==> config.mk <==
export PLATFORM = sky130hd
export DESIGN_NAME = ysyx_22050019_wbu
export DESIGN_NICKNAME = d
export VERILOG_FILES = /design/src/rtl/ysyx_22050019_wbu_pkg.sv /design/src/rtl/ysyx_22050019_ld_ext.sv /design/src/rtl/ysyx_22050019_wbu.sv
export SDC_FILE = /design/constraint.sdc
export NUM_CORES = 1
export LEC_CHECK = 0
export BUFFER_PORTS_ARGS = -buffer_cell sky130_fd_sc_hd__buf_2
export CAP_MARGIN = 20
export CELL_PAD_IN_SITES_DETAIL_PLACEMENT = 1
export CELL_PAD_IN_SITES_GLOBAL_PLACEMENT = 1
export CORE_ASPECT_RATIO = 2
export CORE_MARGIN = 8
export CORE_UTILIZATION = 36
export CTS_CLUSTER_DIAMETER = 80
export DETAILED_ROUTE_END_ITERATION = 7
export PLACE_DENSITY = 0.94
export SLEW_MARGIN = 20
export SYNTH_ARGS = -nofsm -noshare
export SYNTH_HDL_FRONTEND = slang
export SYNTH_SLANG_ARGS = --single-unit
==> constraint.sdc <==
create_clock -name clk -period 2.9 [get_ports clk]
set_input_delay 0.29 -clock clk [delete_from_list [all_inputs] [get_ports clk]]
set_output_delay 0.29 -clock clk [all_outputs]
set_load 0.01 [all_outputs]
==> src/rtl/ysyx_22050019_wbu_pkg.sv <==
// ysyx_22050019_wbu_pkg: shared constants for the write-back stage and load extender
package ysyx_22050019_wbu_pkg;
    localparam int WBU_DATA_WIDTH = 64;
    localparam int WBU_ADDR_WIDTH = 5;
    localparam logic [1:0] WB_SEL_ALU  = 2'd0;
    localparam logic [1:0] WB_SEL_LOAD = 2'd1;
    localparam logic [1:0] WB_SEL_CSR  = 2'd2;
    localparam logic [1:0] WB_SEL_PC4  = 2'd3;
    localparam logic [1:0] LD_SIZE_B = 2'd0;
    localparam logic [1:0] LD_SIZE_H = 2'd1;
    localparam logic [1:0] LD_SIZE_W = 2'd2;
    localparam logic [1:0] LD_SIZE_D = 2'd3;
endpackage

==> src/rtl/ysyx_22050019_ld_ext.sv <==
// ysyx_22050019_ld_ext: picks the addressed lane of a doubleword and sign/zero-extends it
module ysyx_22050019_ld_ext
    import ysyx_22050019_wbu_pkg::*;
#(
    parameter int DATA_WIDTH = WBU_DATA_WIDTH
) (
    input  logic [DATA_WIDTH-1:0] rdata,
    input  logic [2:0]            off,
    input  logic [1:0]            size,
    input  logic                  ld_unsigned,
    output logic [DATA_WIDTH-1:0] ext
);
    logic [5:0]            sh;
    logic [DATA_WIDTH-1:0] lane;
    logic                  sx;
    // Low offset bits below the access size are dropped, so misaligned offsets round down to the lane
    always_comb begin
        sh   = size == LD_SIZE_H ? {off[2:1], 4'b0} :
               size == LD_SIZE_W ? {off[2], 5'b0} :
               size == LD_SIZE_B ? {off, 3'b0} : 6'd0;
        lane = rdata >> sh;
        sx   = ~ld_unsigned;
        ext  = size == LD_SIZE_B ? {{(DATA_WIDTH-8){sx & lane[7]}}, lane[7:0]} :
               size == LD_SIZE_H ? {{(DATA_WIDTH-16){sx & lane[15]}}, lane[15:0]} :
               size == LD_SIZE_W ? {{(DATA_WIDTH-32){sx & lane[31]}}, lane[31:0]} : lane;
    end
endmodule

==> src/rtl/ysyx_22050019_wbu.sv <==
// ysyx_22050019_wbu: write-back stage holding one retired instruction and driving the register-file write port
module ysyx_22050019_wbu
    import ysyx_22050019_wbu_pkg::*;
#(
    parameter int ADDR_WIDTH = WBU_ADDR_WIDTH,
    parameter int DATA_WIDTH = WBU_DATA_WIDTH
) (
    input  logic                  clk,
    input  logic                  rst_n,
    input  logic                  in_valid,
    output logic                  in_ready,
    input  logic [DATA_WIDTH-1:0] in_pc,
    input  logic [ADDR_WIDTH-1:0] in_rd,
    input  logic                  in_rd_wen,
    input  logic [1:0]            in_wb_sel,
    input  logic [DATA_WIDTH-1:0] in_alu_res,
    input  logic [DATA_WIDTH-1:0] in_csr_rdata,
    input  logic [DATA_WIDTH-1:0] in_ld_rdata,
    input  logic [2:0]            in_ld_off,
    input  logic [1:0]            in_ld_size,
    input  logic                  in_ld_unsigned,
    input  logic                  in_ebreak,
    output logic                  rf_wen,
    output logic [ADDR_WIDTH-1:0] rf_waddr,
    output logic [DATA_WIDTH-1:0] rf_wdata,
    output logic                  commit_valid,
    output logic [DATA_WIDTH-1:0] commit_pc,
    output logic [63:0]           retire_cnt,
    output logic                  halted
);
    logic                  valid_q, valid_d;
    logic [DATA_WIDTH-1:0] pc_q, pc_d;
    logic [ADDR_WIDTH-1:0] rd_q, rd_d;
    logic                  rd_wen_q, rd_wen_d;
    logic                  ebreak_q, ebreak_d;
    logic [DATA_WIDTH-1:0] res_q, res_d;
    logic                  halted_q, halted_d;
    logic [63:0]           cnt_q, cnt_d;
    logic [DATA_WIDTH-1:0] ld_val;
    logic                  xfer;

    ysyx_22050019_ld_ext #(.DATA_WIDTH(DATA_WIDTH)) u_ld_ext (
        .rdata       (in_ld_rdata),
        .off         (in_ld_off),
        .size        (in_ld_size),
        .ld_unsigned (in_ld_unsigned),
        .ext         (ld_val)
    );

    // Result is finalised before the register; halt latches once a held ebreak is seen
    always_comb begin
        xfer     = in_valid && !halted_q;
        valid_d  = xfer;
        pc_d     = xfer ? in_pc : pc_q;
        rd_d     = xfer ? in_rd : rd_q;
        rd_wen_d = xfer ? in_rd_wen : rd_wen_q;
        ebreak_d = xfer ? in_ebreak : ebreak_q;
        res_d    = !xfer ? res_q :
                   in_wb_sel == WB_SEL_ALU  ? in_alu_res :
                   in_wb_sel == WB_SEL_LOAD ? ld_val :
                   in_wb_sel == WB_SEL_CSR  ? in_csr_rdata : in_pc + DATA_WIDTH'(4);
        halted_d = halted_q || (valid_q && ebreak_q);
        cnt_d    = cnt_q + {63'd0, valid_q};
    end

    // WB register, retire counter and halt flag
    always_ff @(posedge clk or negedge rst_n) begin
        if (!rst_n) begin
            valid_q  <= 1'b0;
            pc_q     <= '0;
            rd_q     <= '0;
            rd_wen_q <= 1'b0;
            ebreak_q <= 1'b0;
            res_q    <= '0;
            halted_q <= 1'b0;
            cnt_q    <= '0;
        end else begin
            valid_q  <= valid_d;
            pc_q     <= pc_d;
            rd_q     <= rd_d;
            rd_wen_q <= rd_wen_d;
            ebreak_q <= ebreak_d;
            res_q    <= res_d;
            halted_q <= halted_d;
            cnt_q    <= cnt_d;
        end
    end

    assign in_ready     = !halted_q;
    assign rf_wen       = valid_q && rd_wen_q && (rd_q != '0);
    assign rf_waddr     = rd_q;
    assign rf_wdata     = res_q;
    assign commit_valid = valid_q;
    assign commit_pc    = pc_q;
    assign retire_cnt   = cnt_q;
    assign halted       = halted_q;
endmodule
# ---- Word-level counts from Yosys, hierarchy flattened
# Index checks and enable logic that the tools add are counted.
dict set report word_totals {
  inputBits 274
  mem_bits_ro 0
  elab_cells 37
  mem_count 0
  ramBits 0
  latch_bits 0
  register_bits 201
}
dict set report op_classes {
  shifts 1
  n_div 0
  reduce_logical 9
  n_eq_ne 4
  magnitude_cmp 0
  mux 9
  n_bitwise 4
  n_mul 0
  addsub 2
}
# cell count
set ops {}
lappend ops {{$mux 64} 6}
lappend ops {{$add 64x1->64} 1}
lappend ops {{$add 64x3->64 const B} 1}
lappend ops {{$shr 64x6->64} 1}
lappend ops {{$mux 6} 3}
lappend ops {{$reduce_bool 5->1} 1}
lappend ops {{$eq 2x1->1 const B} 2}
lappend ops {{$eq 2x2->1 const B} 2}
lappend ops {{$logic_and 1x1->1} 4}
lappend ops {{$logic_not 2->1} 2}
lappend ops {{$and 1x1->1} 3}
lappend ops {{$logic_not 1->1} 1}
lappend ops {{$logic_or 1x1->1} 1}
lappend ops {{$not 1->1} 1}

# ---- Depth between registers and ports, before layout
# Gate-level depths: netlist (run 1).
dict set report depth {
  depth_word 11
  depth_mapped 10
}

# ---- Cells and area by module
# Synthesis (run 1) repeated with hierarchy kept, for this count alone.
dict set report hier_totals {
  hier_cells 1494
  area_unflattened_um2 12552.0
}
# mod cells_per_inst area_per_inst_um2 instances
set modules_own_cells {}
lappend modules_own_cells {ysyx_22050019_wbu 1176 10739.0 1}
lappend modules_own_cells {ysyx_22050019_ld_ext 318 1813.0 1}

# ---- Worst setup path after synthesis (run 1)
# No wires, ideal clock.
dict set report synth_timing {
  path_kind {input to register}
  startpoint {input port in_ld_size[0]}
  endpoint {register res_q[44] (netlist: rf_wdata[44])}
  t_arrival_ps 2294
  stages 9
  path_slack_ps 477
  n_path_buf 2
  path_cell_list {buf_4 nor2b_4 buf_6 mux2_4 a2111o_1 nand3_2 o21ai_4 o31a_1 a2111o_1}
}
dict set report synth_between {
  elab_chain_len 11
}
# item line
set synth_rtl {}
lappend synth_rtl {{start, declared} ysyx_22050019_wbu.sv:20} ;# input logic [1:0] in_ld_size,
lappend synth_rtl {{$logic_not 2->1} {ysyx_22050019_ld_ext.sv:20, ysyx_22050019_ld_ext.sv:23}}
lappend synth_rtl {{$mux 6} ysyx_22050019_ld_ext.sv:20} ;# size == LD_SIZE_B ? {off, 3'b0} : 6'd0;
lappend synth_rtl {{$mux 6} ysyx_22050019_ld_ext.sv:19} ;# size == LD_SIZE_W ? {off[2], 5'b0} :
lappend synth_rtl {{$mux 6} ysyx_22050019_ld_ext.sv:18} ;# sh = size == LD_SIZE_H ? {off[2:1], 4'b0} :
lappend synth_rtl {{$shr 64x6->64} ysyx_22050019_ld_ext.sv:21} ;# lane = rdata >> sh;
lappend synth_rtl {{$and 1x1->1} ysyx_22050019_ld_ext.sv:25} ;# size == LD_SIZE_W ? {{(DATA_WIDTH-32){sx & lane[31]}}, lane[31:0]} : lane;
lappend synth_rtl {{$mux 64} ysyx_22050019_ld_ext.sv:25}
lappend synth_rtl {{$mux 64} ysyx_22050019_ld_ext.sv:24} ;# size == LD_SIZE_H ? {{(DATA_WIDTH-16){sx & lane[15]}}, lane[15:0]} :
lappend synth_rtl {{$mux 64 (*)} ysyx_22050019_ld_ext.sv:23} ;# ext = size == LD_SIZE_B ? {{(DATA_WIDTH-8){sx & lane[7]}}, lane[7:0]} :
lappend synth_rtl {{$mux 64 (*)} ysyx_22050019_wbu.sv:60} ;# in_wb_sel == WB_SEL_LOAD ? ld_val :
lappend synth_rtl {{$mux 64 (*)} ysyx_22050019_wbu.sv:59} ;# in_wb_sel == WB_SEL_ALU ? in_alu_res :
lappend synth_rtl {{end signal, assigned} ysyx_22050019_wbu.sv:83} ;# res_q <= res_d;
lappend synth_rtl {{end, declared} ysyx_22050019_wbu.sv:36} ;# logic [DATA_WIDTH-1:0] res_q, res_d;
# Mark *: on every way between the ends. The rest lies on a longest branch, timed or not.
# A chain may end at the register's enable or synchronous reset.

# ---- Final worst setup path (run 1)
dict set report layout_timing {
  startpoint {register cnt_q[15] (netlist: retire_cnt[15])}
  endpoint {register cnt_q[52] (netlist: retire_cnt[52])}
}
dict set report layout_between {
  elab_chain_len 1
}
# item line
set layout_rtl {}
lappend layout_rtl {{start, declared} ysyx_22050019_wbu.sv:38} ;# logic [63:0] cnt_q, cnt_d;
lappend layout_rtl {{start signal, assigned} ysyx_22050019_wbu.sv:85} ;# cnt_q <= cnt_d;
lappend layout_rtl {{$add 64x1->64} ysyx_22050019_wbu.sv:63} ;# cnt_d = cnt_q + {63'd0, valid_q};
lappend layout_rtl {{named net cnt_d[52]} ysyx_22050019_wbu.sv:38}
# The timed path passes the listed nets, and every way through them passes these cells.

==> results of run 1 <==
==> layout by cell type, fill, tap and decap left out, drive strengths merged, types with 8 or more instances in the layout <==
cell,Yosys,routed
buf,27,536
nand2,386,386
dfrtp,201,201
o21ai,99,99
a21oi,84,84
nor2,82,82
nand3,67,67
xnor2,61,61
xor2,55,55
mux2i,35,35
nand4,33,33
clkbuf,64,30
and3,26,26
diode,0,25
nor3,21,21
o211ai,18,18
a211oi,15,15
mux4,15,15
inv,15,15
a31oi,14,14
dlygate4sd3,0,13
and4,12,12
nor4,12,12
a22oi,9,9
and2,9,9
o22ai,8,8
or2,8,8
==> logic make-up (layout without fill, tap and decap cells) <==
group	count (synthesis)	count (layout)	synth area share, %
AO/OA/AOI/OAI	321	321	16.43
XOR/XNOR	116	116	8.145
adder cells (fa/ha/maj)	3	3	0.3010
buffers and inverters	106	602	3.411
flip-flops	201	201	40.32
multiplexers	54	54	5.908
other	0	25	0
AND/OR/NAND/NOR	687	687	25.48
==> power groups by stage <==
stage          clock network [mW]  logic, mW  registers [mW]
6_report                     3.05       4.34            4.34
5_1_grt                      3.18       4.65            4.43
4_1_cts                      3.11       4.35            4.32
3_5_place_dp                    0       4.31            4.35
3_3_place_gp                    0       4.18            4.29
2_1_floorplan                   0       1.54            4.72
==> worst min-delay path by stage <==
stage	startpoint	end	cells past startpoint
6_report	in_pc[11]	commit_pc[11]	3
5_1_grt	in_alu_res[5]	rf_wdata[5]	3
4_1_cts	in_pc[11]	commit_pc[11]	3
3_5_place_dp	rst_n	retire_cnt[9]	1
3_3_place_gp	rst_n	retire_cnt[9]	1
2_1_floorplan	rst_n	commit_pc[0]	0
==> through the flow <==
stage                     util, %  cells
after floorplan                 -   1488
after global placement      45.47   2374
after detailed placement    45.47   2374
after CTS                   48.07   2425
after global routing        48.23   2443
final                       48.28   2450
==> cell usage after synthesis (all sizes together), types with 7 or more instances <==
master,number,share of area [%]
a211oi,15,0.90
a21oi,84,3.4
a22oi,9,0.54
a31oi,14,0.70
and2,9,0.47
and3,26,1.3
and4,12,0.84
buf,27,1.0
clkbuf,64,1.9
dfrtp,201,40
inv,15,0.45
mux2i,35,2.8
mux4,15,2.7
nand2,386,12
nand3,67,2.7
nand4,33,1.8
nor2,82,2.5
nor3,21,1.0
nor4,12,0.82
o211ai,18,1.1
o21ai,99,4.1
o221ai,7,0.49
o22ai,8,0.45
or2,8,0.40
xnor2,61,4.3
xor2,55,3.9
==> cell type report <==
class,instances,area (µm²),area share (%)
clock buffers,30,661.9,4.005
diodes,25,62.56,0.3785
repair buffers,549,3018,18.26
well taps,441,551.8,3.339
inverters,15,58.81,0.3558
flip-flops and latches,201,5030,30.43
clock inverters,8,98.84,0.5981
multi-input cells,1181,7046,42.63
==> flip-flops by register name, indices dropped and copies added, names as in the netlist <==
register	count
commit_pc	64
retire_cnt	64
rf_wdata	64
rf_waddr	5
commit_valid	1
ebreak_q	1
halted	1
rd_wen_q	1
==> critical path: cells and delay by family, from the launching register on <==
kind	cells	cell delay [ps]
XOR/XNOR	1	180
flip-flops	1	430
AND/OR/NAND/NOR	6	2040
==> metal layers <==
layer / GRT usage (%) / share of wire (%)
met1: 32.21 / 34
met2: 57.02 / 52
met3: 7.508 / 6.8
met4: 24.76 / 7.7
met5: 0 / 0.047
==> what timing repair did <==
action                     4_1_cts  5_1_grt
setup endpoints to repair        0        3
hold buffers                    13        0
resized for setup                0        2
hold endpoints to repair        95        0
==> impl_metrics.env, run 1 <==
export IMPL_rsz0062_at_grt="false"
export IMPL_final_area_um2=16530
export IMPL_crit_required_ps=3350
export IMPL_critical_path_startpoint="retire_cnt[15]"
export IMPL_drt_first_pass_iters=7
export IMPL_drive_above_1_share_pct=31.40
export IMPL_max_freq_mhz=363.2
export IMPL_core_region_area_um2=34230
export IMPL_die_w_um=147.6
export IMPL_worst_r2r_endpoint="retire_cnt[52]"
export IMPL_synth_nets=1765
export IMPL_ys_seq_elements=201
export IMPL_syn_avg_cell_area_um2=8.383
export IMPL_setup_violations_final=0
export IMPL_globalplace_congestion=0.9547
export IMPL_cp_start_kind="flop"
export IMPL_syn_area_um2=12470
export IMPL_worst_path_max_fanout=5
export IMPL_p_int_mw=7.109
export IMPL_wirelength_um=68800
export IMPL_grt_pass1_vias=15500
export IMPL_avgViaCountPerCell=5.807
export IMPL_finalHoldViolCount=0
export IMPL_drtIter0Drc=770
export IMPL_antenna_left=0
export IMPL_post_cts_buffers=0
export IMPL_maxSlewHeadroom_pct=37.71
export IMPL_start_util_pct=36.44
export IMPL_yosysSeqAreaShare_pct=40.33
export IMPL_r2r_setup_slack_ps=150
export IMPL_p_seq_share_pct=37.0
export IMPL_dpl_instance_area_um2=15560
export IMPL_numCtsBuffers=22
export IMPL_clock_latency_ps=540
export IMPL_slowest_stage="or4_1"
export IMPL_dieArea_um2=41220
export IMPL_rows=96
export IMPL_clock_sinks=201
export IMPL_grt_max_degree=89
export IMPL_io_buffer_count=474
export IMPL_crit_chain="nand3_1, or4_1, nor3_2, nand2_2, or2_1, nor3_1, xor2_1"
export IMPL_swShare_pct=39.38
export IMPL_finalWorstPathRequiredPeriod_ps=2753
export IMPL_slowest_delay_ps=670
export IMPL_root_buffer="clkbuf_16"
export IMPL_netlist_cell_type_count=88
export IMPL_cts_tree="built"
export IMPL_syn2layout_area_growth_pct=32.50
export IMPL_setup_ws_ps=146.8
export IMPL_hpwl_um=55590
export IMPL_synth_ff_type="dfrtp_1"
export IMPL_grt_pass1_wl_um=100300
export IMPL_critPathKind="reg2reg"
export IMPL_drc=0
export IMPL_grt_total_usage_pct=32.31
export IMPL_postSynthCellCount=1488
export IMPL_worstSetupEndpointType="flop"
export IMPL_fin_skew_ps=10.76
export IMPL_power_total_mw=11.73
export IMPL_r2r_start="retire_cnt[15]"
export IMPL_synth_edf_count=0
export IMPL_cp_arrival_ps=3200
export IMPL_holdWs_ps=11.12
export IMPL_worstRegToRegCells=7
export IMPL_combPwrFrac_pct=37.0
export IMPL_boundaryPins=475
export IMPL_hold_class="in2reg"
export IMPL_pwr_density_cell_nw_per_um2=709.5
export IMPL_max_vdd_ir_drop_mv=0.5912
export IMPL_vias=14230
export IMPL_cts_buffer_depth=3
export IMPL_antenna_found_initial=25
export IMPL_grt_overflow_total=0
export IMPL_drv_cap=0
export IMPL_slew_violations=0
export IMPL_p_clk_share_pct=26.0
export IMPL_p_switching_mw=4.618
export IMPL_clk_pin_slew_ps=70
export IMPL_status="complete, no violations"
export IMPL_cts_htree_levels=1
export IMPL_tns_ps=0
export IMPL_tightest_slew_ps=928.1
export IMPL_yosysWarnings=0
export IMPL_nFillCells=4276
export IMPL_worstSetupEndpoint="retire_cnt[52]"
export IMPL_leakagePower_nw=8.100
export IMPL_synth_async_reset_ratio_pct=100.0
export IMPL_nNetsFinal=2247
export IMPL_finalCritPeriodShare_pct=94.94
export IMPL_dieHeight_um=279.2
export IMPL_wl_per_cell_um=28.08
export IMPL_dp_slack_ps=104.3
(Power assumes the default switching activity.)
==> run 2: changes to the inputs <==
--- a/config.mk
+++ b/config.mk
@@ -14,7 +14,7 @@
 export CORE_UTILIZATION = 36
 export CTS_CLUSTER_DIAMETER = 80
 export DETAILED_ROUTE_END_ITERATION = 7
-export PLACE_DENSITY = 0.94
+export PLACE_DENSITY_LB_ADDON = 0.1
 export SLEW_MARGIN = 20
 export SYNTH_ARGS = -nofsm -noshare
 export SYNTH_HDL_FRONTEND = slang
==> run 2 against run 1 <==
Effect of this change: combinational power down 3%; fmax rose by 3.5%; critical endpoint is now retire_cnt[61]; critical path depth unchanged; largest cell class unchanged; critical path type unchanged; global-route usage decreased by 0.95 points; final cell count unchanged.
==> impl_metrics.env, run 2 (synthesized netlist as in run 1, its figures left out) <==
export IMPL_status="complete, no violations"
export IMPL_setup_violations_final=0
export IMPL_drv_cap=0
export IMPL_numCtsBuffers=22
export IMPL_holdWs_ps=22.46
export IMPL_tightest_slew_ps=993.5
export IMPL_grt_overflow_total=0
export IMPL_root_buffer="clkbuf_16"
export IMPL_dp_cells=2381
export IMPL_antenna_found_initial=18
export IMPL_critPathKind="reg2reg"
export IMPL_start_util_pct=36.44
export IMPL_worst_path_max_fanout=7
export IMPL_max_freq_mhz=375.8
export IMPL_drt_first_pass_iters=8
export IMPL_dieArea_um2=41220
export IMPL_hold_class="in2reg"
export IMPL_tns_ps=0
export IMPL_setup_ws_ps=239.0
export IMPL_wirelength_um=65910
export IMPL_die_w_um=147.6
export IMPL_busiest_layer="met2"
export IMPL_dp_slack_ps=154.6
export IMPL_cts_htree_levels=1
export IMPL_cts_buffer_depth=3
export IMPL_globalplace_congestion=0.9702
export IMPL_drc=0
export IMPL_worstSetupEndpointType="flop"
export IMPL_nNetsFinal=2256
export IMPL_io_buffer_count=474
export IMPL_grt_pass1_wl_um=97740
export IMPL_maxSlewHeadroom_pct=33.32
export IMPL_grt_pass1_vias=15270
export IMPL_cp_start_kind="flop"
export IMPL_cts_tree="built"
export IMPL_core_region_area_um2=34230
export IMPL_boundaryPins=475
export IMPL_layout_commonest_cell="buf_2"
export IMPL_grt_use_met2_pct=55.64
export IMPL_slew_violations=0
export IMPL_grt_total_usage_pct=31.36
export IMPL_fin_skew_ps=8.904
export IMPL_rsz0062_at_grt="false"
export IMPL_cp_arrival_ps=3110
export IMPL_drtIter0Drc=653
export IMPL_leakagePower_nw=8.174
export IMPL_hpwl_um=53630
export IMPL_nFillCells=4239
export IMPL_max_vdd_ir_drop_mv=0.4670
export IMPL_rows=96
export IMPL_pwr_density_cell_nw_per_um2=698.4
export IMPL_finalWorstPathRequiredPeriod_ps=2661
export IMPL_finalCritPeriodShare_pct=91.76
export IMPL_layout_common_cells="472 x buf_2, 384 x nand2_1, 201 x dfrtp_1, 91 x o21ai_0, 84 x a21oi_1"
export IMPL_clock_sinks=201
export IMPL_vias=13890
export IMPL_dieHeight_um=279.2
export IMPL_wl_per_cell_um=26.90
export IMPL_syn2layout_area_growth_pct=33.12
export IMPL_crit_required_ps=3350
export IMPL_antenna_left=0
export IMPL_final_cells=2450
export IMPL_avgViaCountPerCell=5.668
export IMPL_drive_above_1_share_pct=31.49
export IMPL_clock_latency_ps=530
export IMPL_finalHoldViolCount=0
export IMPL_met1_usage_pct=31.59
export IMPL_clk_pin_slew_ps=70
export IMPL_use_met3_pct=7.443
export IMPL_grt_max_degree=103
[run 2: cell count changes in the layout (fill, tap and decap cells not counted), moves of 2 or more]
cell	delta
diode_2	-10
clkbuf_8	-4
dlygate4sd3_1	+2
buf_4	+4
clkinv_2	+3
buf_12	+3
[run 2: timing repair]
action	CTS	global route
hold endpoints to repair	84	0
gates resized for setup	0	1
setup buffers	0	0
endpoints found under the setup margin	0	2
hold buffers	15	0
[run 2: final timing paths]
path / startpoint / to / slack, ps / cells after the start
max: retire_cnt[14] / retire_cnt[61] / 240 / 7
min: in_pc[58] / commit_pc[58] / 20 / 3
max reg2reg: retire_cnt[14] / retire_cnt[61] / 240 / 7
min reg2reg: rf_wdata[0] / rf_wdata[0] / 470 / 2
max in group asynchronous: rst_n / rf_wdata[10] / 1750 / 3
min in group asynchronous: rst_n / retire_cnt[48] / 320 / 2
[run 2: where the power goes]
| group | switching (mW) | internal [mW] |
|---|---|---|
| Clock | 1.27 | 1.77 |
| Sequential | 0.583 | 3.75 |
| Combinational | 2.64 | 1.59 |
[run 2: critical path: stages (launching register included)]
cell and delay, ps:
dfrtp_1 420, nand3_1 130, or4_1 660, nor3_4 330
and2_1 240, nand2b_1 230, nor4_1 370, xor2_1 190
[run 2: metrics by stage]
step	total power, mW	instance area (µm²)	utilization (%)
3_5_place_dp	8.621	15660	45.73
4_1_cts	11.73	16560	48.38
5_1_grt	12.25	16590	48.47
6_report	11.60	16600	48.51
2_1_floorplan	6.259	12470	-
3_3_place_gp	8.495	15660	45.73
[run 2: layer usage]
metal	routed length, µm	vias up
li1	-	6273
met1	22590	6861
met2	34160	567
met3	4460	175
met4	4620	10
met5	73	-
[run 2: final cells by class]
type / count / area (µm²) / area share [%]
antenna: 15 / 37.54 / 0.2261
clock buffer: 27 / 610.6 / 3.677
clock inverter: 12 / 145.1 / 0.8741
inverter: 15 / 58.81 / 0.3542
multi-input combinational: 1181 / 7043 / 42.42
sequential: 201 / 5030 / 30.29
tap: 441 / 551.8 / 3.323
timing repair buffer: 558 / 3128 / 18.84
==> run 3: changes to the inputs <==
--- a/config.mk
+++ b/config.mk
@@ -10,9 +10,8 @@
 export CELL_PAD_IN_SITES_DETAIL_PLACEMENT = 1
 export CELL_PAD_IN_SITES_GLOBAL_PLACEMENT = 1
 export CORE_ASPECT_RATIO = 2
-export CORE_MARGIN = 8
+export CORE_MARGIN = 3
 export CORE_UTILIZATION = 36
-export CTS_CLUSTER_DIAMETER = 80
 export DETAILED_ROUTE_END_ITERATION = 7
 export PLACE_DENSITY_LB_ADDON = 0.1
 export SLEW_MARGIN = 20
==> run 3 against run 2 <==
Effect of this change: clock power increased by 4%; non-clock buffer count decreased by 7; sequential power about the same; sequential share of layout area about the same; routed wire length decreased by 3.0%; global-route usage increased by 2.0 points; critical path type unchanged; largest cell class unchanged; core utilization increased by 0.44 points; worst setup slack got worse by 54 ps; clock-buffer cell count increased by 5; register-to-register slack got worse by 50 ps; worst hold slack got worse by 1.5 ps; first-iteration DRC count increased by 17%.
==> impl_metrics.env, run 3 (synthesized netlist as in run 1, its figures left out) <==
export IMPL_status="complete, no violations"
export IMPL_tns_ps=0
export IMPL_antenna_left=0
export IMPL_grt_pass1_vias=14810
export IMPL_grt_pass1_wl_um=93470
export IMPL_drive_above_1_share_pct=31.20
export IMPL_worst_path_max_fanout=7
export IMPL_clk_pin_slew_ps=60
export IMPL_finalCritPeriodShare_pct=93.62
export IMPL_worstSetupEndpointType="flop"
export IMPL_pwr_density_cell_nw_per_um2=707.7
export IMPL_rsz0062_at_grt="false"
export IMPL_slew_violations=0
export IMPL_dp_cells=2370
export IMPL_drt_first_pass_iters=5
export IMPL_critPathKind="reg2reg"
export IMPL_layout_commonest_cell="buf_2"
export IMPL_slowest_delay_ps=660
export IMPL_cts_htree_levels=1
export IMPL_fin_skew_ps=6.408
export IMPL_cp_arrival_ps=3160
export IMPL_syn2layout_area_growth_pct=32.92
export IMPL_slowest_stage="or4_1"
export IMPL_start_util_pct=36.82
export IMPL_path_buf_inv=1
export IMPL_cp_common_cell="nor3_2"
export IMPL_drtIter0Drc=765
export IMPL_maxSlewHeadroom_pct=54.59
export IMPL_antenna_found_initial=13
export IMPL_nNetsFinal=2249
export IMPL_wl_per_cell_um=26.30
export IMPL_avgViaCountPerCell=5.718
export IMPL_grt_overflow_total=0
export IMPL_wirelength_um=63930
export IMPL_die_w_um=137.6
export IMPL_clock_sinks=201
export IMPL_tightest_slew_ps=676.6
export IMPL_dieArea_um2=37050
export IMPL_cts_buffer_depth=3
export IMPL_drc=0
export IMPL_final_cells=2431
export IMPL_cts_tree="built"
export IMPL_dieHeight_um=269.2
export IMPL_rows=95
export IMPL_crit_chain="nand3_1, or4_1, nor3_2, and2_1, nand2b_1, buf_4, nor3_2, xor2_1"
export IMPL_finalHoldViolCount=0
export IMPL_io_buffer_count=474
export IMPL_core_region_area_um2=33880
export IMPL_max_freq_mhz=368.3
export IMPL_crit_required_ps=3350
export IMPL_layout_common_cells="472 x buf_2, 384 x nand2_1, 201 x dfrtp_1, 91 x o21ai_0, 84 x a21oi_1"
export IMPL_globalplace_congestion=1.034
export IMPL_hold_class="in2reg"
export IMPL_clock_latency_ps=530
export IMPL_finalWorstPathRequiredPeriod_ps=2715
export IMPL_grt_total_usage_pct=33.38
export IMPL_grt_max_degree=94
export IMPL_leakagePower_nw=8.139
export IMPL_max_vdd_ir_drop_mv=0.5178
export IMPL_root_buffer="clkbuf_16"
export IMPL_vias=13900
export IMPL_hpwl_um=51200
export IMPL_drv_cap=0
export IMPL_cp_start_kind="flop"
export IMPL_critPathTopFamily="simple AND/OR/NAND/NOR gates"
export IMPL_boundaryPins=475
export IMPL_setup_violations_final=0
export IMPL_numCtsBuffers=22
run 3: cell count changes in the layout (fill, tap and decap cells not counted), sizes merged:
cell	previous run	this run
clkinv	7	0
dlygate4sd3	15	14
buf	543	537
bufinv	3	4
diode	15	8
clkinvlp	1	2
clkbuf	27	32
run 3: final cells by class:
class                           instances  area [µm²]
Sequential cell                       201        5030
Fill cell                            4249       17300
Clock buffer                           32       659.4
Inverter                               15       58.81
Antenna cell                            8       20.02
Clock inverter                          7       143.9
Tap cell                              436       545.5
Multi-Input combinational cell       1181        7037
Timing Repair Buffer                  551        3085
run 3: path summary, 6_finish.rpt:
kind,startpoint,endpoint,slack [ps],cells after the start
max,retire_cnt[14],retire_cnt[51],180,8
min in group asynchronous,rst_n,retire_cnt[49],350,2
min,in_pc[17],commit_pc[17],20,3
max reg2reg,retire_cnt[14],retire_cnt[51],180,8
max in group asynchronous,rst_n,rf_wdata[42],1720,3
min reg2reg,rf_wdata[52],rf_wdata[52],470,2
run 3: tightest hold or removal path, delay by kind of cell:
family	cells	cell delay (ps)
simple gates	2	100
buf+inv	1	120
run 3: routing by layer:
metal  wire [µm]  vias up  track usage, %
met5          86        -               0
li1            -     6239               -
met4        4344       12           18.98
met2       33420      580           60.29
met3        4106      173           6.418
met1       21970     6897           35.08
run 3: what timing repair did:
| action | in CTS | in global routing |
|---|---|---|
| endpoints found under the setup margin | 0 | 0 |
| endpoints found under the hold margin | 82 | 0 |
| buffers inserted | 0 | 0 |
| gates resized for setup | 0 | 0 |
| hold buffers | 14 | 0 |
run 3: power by group:
part / leakage, nW / switching [mW] / internal, mW
clock: 0.386 / 1.24 / 1.94
sequential: 2.55 / 0.595 / 3.75
combinational: 5.21 / 2.62 / 1.59
run 3: metrics by stage:
stage                     utilization [%]  instance area (µm²)  hold slack (ps)  power, mW  setup WS, ps
after floorplan                         -                12470           -5.591      6.259         477.3
after global placement              46.10                15620            324.1      8.451         108.8
after detailed placement            46.10                15620            321.9      8.586         83.77
after CTS                           48.88                16560            5.037      11.83         154.0
after global routing                48.93                16580            24.49      12.34         62.89
final                               48.94                16580            20.96      11.73         185.0
